<file path="src/rtl/stopwatch_fsm.sv">
// ============================================================================
// Module  : stopwatch_fsm
// Brief   : Start/stop control FSM; synchronised, debounced push-button toggles run.
// Revision: 1.0 - initial release
// ============================================================================
`default_nettype none

module stopwatch_fsm #(
    parameter int SYNC_STAGES     = 2,
    parameter int DEBOUNCE_CYCLES = 2,
    parameter int CNT_W           = $clog2(DEBOUNCE_CYCLES + 1)
) (
    input  logic clk,
    input  logic reset,
    input  logic ststop,
    output logic run
);

    localparam logic [CNT_W-1:0] C_CNT_MAX = CNT_W'(DEBOUNCE_CYCLES - 1);
    localparam logic [CNT_W-1:0] C_CNT_ONE = CNT_W'(1);

    typedef enum logic [0:0] {
        STOPPED = 1'b0,
        RUNNING = 1'b1
    } state_t;

    logic [SYNC_STAGES-1:0] sync_q, sync_d;
    logic                   db_q, db_d;
    logic [CNT_W-1:0]       cnt_q, cnt_d;
    state_t                 state_q, state_d;
    logic                   w_s;
    logic                   w_press;

    assign w_s = sync_q[SYNC_STAGES-1];

    always_ff @(posedge clk or negedge reset) begin
        if (!reset) begin
            sync_q  <= '0;
            db_q    <= 1'b0;
            cnt_q   <= '0;
            state_q <= STOPPED;
        end else begin
            sync_q  <= sync_d;
            db_q    <= db_d;
            cnt_q   <= cnt_d;
            state_q <= state_d;
        end
    end

    always_comb begin
        sync_d  = {sync_q[SYNC_STAGES-2:0], ststop};
        db_d    = db_q;
        cnt_d   = '0;
        w_press = 1'b0;
        state_d = state_q;

        // The debounced level only follows s once it has disagreed for a full window.
        if (w_s != db_q) begin
            if (cnt_q == C_CNT_MAX) begin
                db_d    = w_s;
                w_press = w_s;
            end else begin
                cnt_d = cnt_q + C_CNT_ONE;
            end
        end

        case (state_q)
            STOPPED: if (w_press) state_d = RUNNING;
            RUNNING: if (w_press) state_d = STOPPED;
            default: state_d = STOPPED;
        endcase
    end

    assign run = (state_q == RUNNING);

endmodule

`default_nettype wire

</file>
<file path="config.mk">
export PLATFORM = sky130hd
export DESIGN_NAME = stopwatch_fsm
export DESIGN_NICKNAME = d
export VERILOG_FILES = /design/src/rtl/stopwatch_fsm.sv
export SDC_FILE = /design/constraint.sdc
export NUM_CORES = 1
export LEC_CHECK = 0
export ABC_AREA = 1
export BUFFER_PORTS_ARGS = -buffer_cell sky130_fd_sc_hd__buf_2
export CORE_AREA = 2 2 39 41
export CTS_BUF_LIST = sky130_fd_sc_hd__clkbuf_16
export DETAILED_ROUTE_END_ITERATION = 16
export DIE_AREA = 0 0 41 43
export SYNTH_ARGS = -nofsm -noshare
export SYNTH_HDL_FRONTEND = slang
export SYNTH_SLANG_ARGS = --single-unit
export TNS_END_PERCENT = 20
</file>
<file path="constraint.sdc">
create_clock -name clk -period 1.2 [get_ports clk]
set_clock_uncertainty 0.2 [all_clocks]
set_input_delay 0.24 -clock clk [delete_from_list [all_inputs] [get_ports clk]]
set_output_delay 0.24 -clock clk [all_outputs]
set_load 0.02 [all_outputs]
</file>
==> key figures <==
Drt
  • Post-Route WL: between 400 and 500 um
  • Number of iterations in the first detailed-routing pass: 2
  • DRT iter0 DRCs: 2
  • Met1 WL: around 160 um
  • DR top layer: met3
  • WL/cell: 8.58 um
  • Drt drc: 0
  • Vias: 169
  • Met2 Routed Length: ~250 um
  • Metal3 WL: 6 um
  • Via/cell ratio: roughly 3.5
  • Antenna viol nets, final: 0

Die
  • Die H: around 43 um
  • Initial Utilization: 0.160
  • Die Footprint: 1760 um2
  • Die extent in x: 41 um
  • Core footprint: approximately 1400 um2
  • Num ports: 4
  • Core Rows: 14

Logic synthesis
  • Mapped Nets: 26
  • Mux cell area share after synthesis: 0
  • Synth cell types: 7
  • YS warnings: 0
  • Post-Synth XOR/XNOR Area: 0
  • Ranking of synthesized cells by area: dfrtp_1, nand2_1, inv_1, nor2_1, nor2_2
  • Synth Area in Compound Gates: 0.0226
  • #FFs+latches synth: 6
  • Mapped Cells: 23
  • Post-Syn Area: between 200 and 250 um2
  • Top cell type's share of synthesized area: 0.678
  • Post-Synth Adder-Cell Area: 0
  • Syn avg cell area: approximately 9.6 um2
  • Largest family of logic cells by synthesized area: simple AND/OR/NAND/NOR gates
  • Register area share after synthesis: 0.678
  • Cell taking the most area after synthesis: dfrtp_1
  • Simple-gate share of the synthesized area: 0.232

Critical path
  • Crit-path max FO: 2
  • Slowest stage delay, CP: around 0.39 ns
  • Required @ worst endpoint: approximately 0.76 ns
  • Crit-path slowest cell: dfrtp_1
  • Cell family with most CP delay: flip-flops
  • Buf/Inv on CP: 1
  • CP endpoint kind: output port
  • Crit-path cells: buf_6
  • Crit path launch type: flop
  • Critical Path AT: 0.75 ns
  • Kind of critical path: flop to output port

STA
  • RSZ-0062 raised after global routing: yes
  • Final Max Slew Viols: 0
  • Count of final hold-check violations: 0
  • Fmax: 0.842 GHz
  • Final-report setup violation count: 0
  • TNS Setup: 0 ns
  • Least-Margin Pin Slew: around 0.18 ns
  • Final Cycle Share: 0.989
  • Relative slew slack: 0.881
  • Fin Hold WS: 0.143 ns
  • Tmin final: between 1 and 1.5 ns

Power
  • Clock power share: 0.504
  • Psw: roughly 0.00026 W
  • Power Density: 2850 nW/um2
  • Total power draw: between 0.001 and 0.0015 W
  • Maximum vdd drop: a little over 0.9 mV
  • Static leakage: 0.180 nW
  • Flop pwr share: 0.281
  • Internal power: about 0.00078 W
  • Sw frac: 0.251
  • Logic gate share of total power: 0.215

Final layout
  • Area grow syn2layout: 65.0%
  • Post-Route Utilization: 0.264
  • Diode count: 0
  • Commonest non-fill, non-tap cells in the layout: dfrtp_1, nand2_1, inv_1, nor2_1, clkbuf_16
  • Most common cell after layout, fill and taps aside: dfrtp_1
  • Fillcell total: roughly 140
  • FF+latch area: 150 um2
  • Layout cells sized above 1: 0.281
  • Multi-input gate area: 56.3 um2
  • Finished Cell Area: around 370 um2
  • Post-layout nets: 37

CTS
  • CTS buffer count: 3
  • Clock root buffer master: clkbuf_16
  • Clock transition at path regs: around 0.03 ns
  • Skew-Pair Late Insertion Delay: 0.22 ns
  • CTS tree: built
  • Max Root-Sink Buffers: 2
  • H-tree depth: 1
  • Clk sinks: 6

Placed design
  • HPWL after detailed placement: approximately 300 um
  • Placed cell area: around 260 um2
  • GP Congestion: 0.658
  • IO Port Bufs: 3

Global routing
  • Grt total ovfl: 0
  • Initial antenna violation count: 0
  • Largest net degree at the start of global routing: 7
  • First-pass GRT wire length: 676 um
  • Gr usage total: 0.0629
  • Vias in the first global route: 181

Min path
  • HP Class: flop to flop

Outcome
  • Status: complete, no violations

Flow run
  • Max-cap violations: 0
[cells by family (layout without fill, tap and decap cells)]
group           count (synthesis)  count (layout)
simple gates                   12              12
buf+inv                         4              13
compound gates                  1               1
flops                           6               6
[per-stage QoR]
stage               setup slack, ns  instances
floorplan                     0.227         23
global placement              0.191         42
detailed placement            0.143         42
CTS                         0.00174         48
global route                -0.0132         48
finish                       0.0128         48
[cell type report]
class | instances | area share
Sequential cell | 6 | 0.411
Multi-Input combinational cell | 13 | 0.154
Timing Repair Buffer | 6 | 0.134
Clock buffer | 3 | 0.205
Inverter | 4 | 0.0411
Tap cell | 16 | 0.0548
[flip-flops by register name (all words and copies together), names as in the netlist]
name / count
cnt_q: 2
db_q: 1
run: 1
sync_q: 2
[metal layers]
| metal | vias to the layer above | global-route usage |
|---|---|---|
| met2 | 2 | 0.106 |
| met4 | 0 | 0.0600 |
| met5 | - | 0 |
| met1 | 81 | 0.0533 |
| li1 | 86 | - |
| met3 | 0 | 0.0157 |
[power groups by stage]
stage / registers [W] / logic (W) / clock network [W]
floorplan: 0.000307 / 0.000100 / 0
global placement: 0.000288 / 0.000161 / 0
detailed placement: 0.000296 / 0.000175 / 0
CTS: 0.000296 / 0.000229 / 0.000536
global route: 0.000300 / 0.000251 / 0.000543
finish: 0.000293 / 0.000224 / 0.000526
[path summary, 6_finish.rpt]
check	start	end	slack [ns]	cells past startpoint
worst max-delay path	run$_DFF_PN0_	run	0.01	1
worst min-delay path	sync_q[0]$_DFF_PN0_	sync_q[1]$_DFF_PN0_	0.14	0
worst max register to register	cnt_q[1]$_DFF_PN0_	run$_DFF_PN0_	0.14	4
worst min register to register	sync_q[0]$_DFF_PN0_	sync_q[1]$_DFF_PN0_	0.14	0
max in group asynchronous	reset	db_q$_DFFE_PN0P_	0.49	2
min in group asynchronous	reset	cnt_q[0]$_DFF_PN0_	0.17	2
[cells in the mapped netlist (all sizes together)]
master	n
dfrtp	6
inv	4
nand2	5
nand3	1
nor2	6
o21ai	1
[what timing repair did]
item / CTS / global route
resized for setup: 2 / 0
hold buffers: 2 / 0
setup endpoints to repair: 1 / 1
endpoints found under the hold margin: 7 / 0
cloned: 0 / 0
pin swaps: 0 / 0
setup buffers: 1 / 0
(Power assumes the default switching activity.)
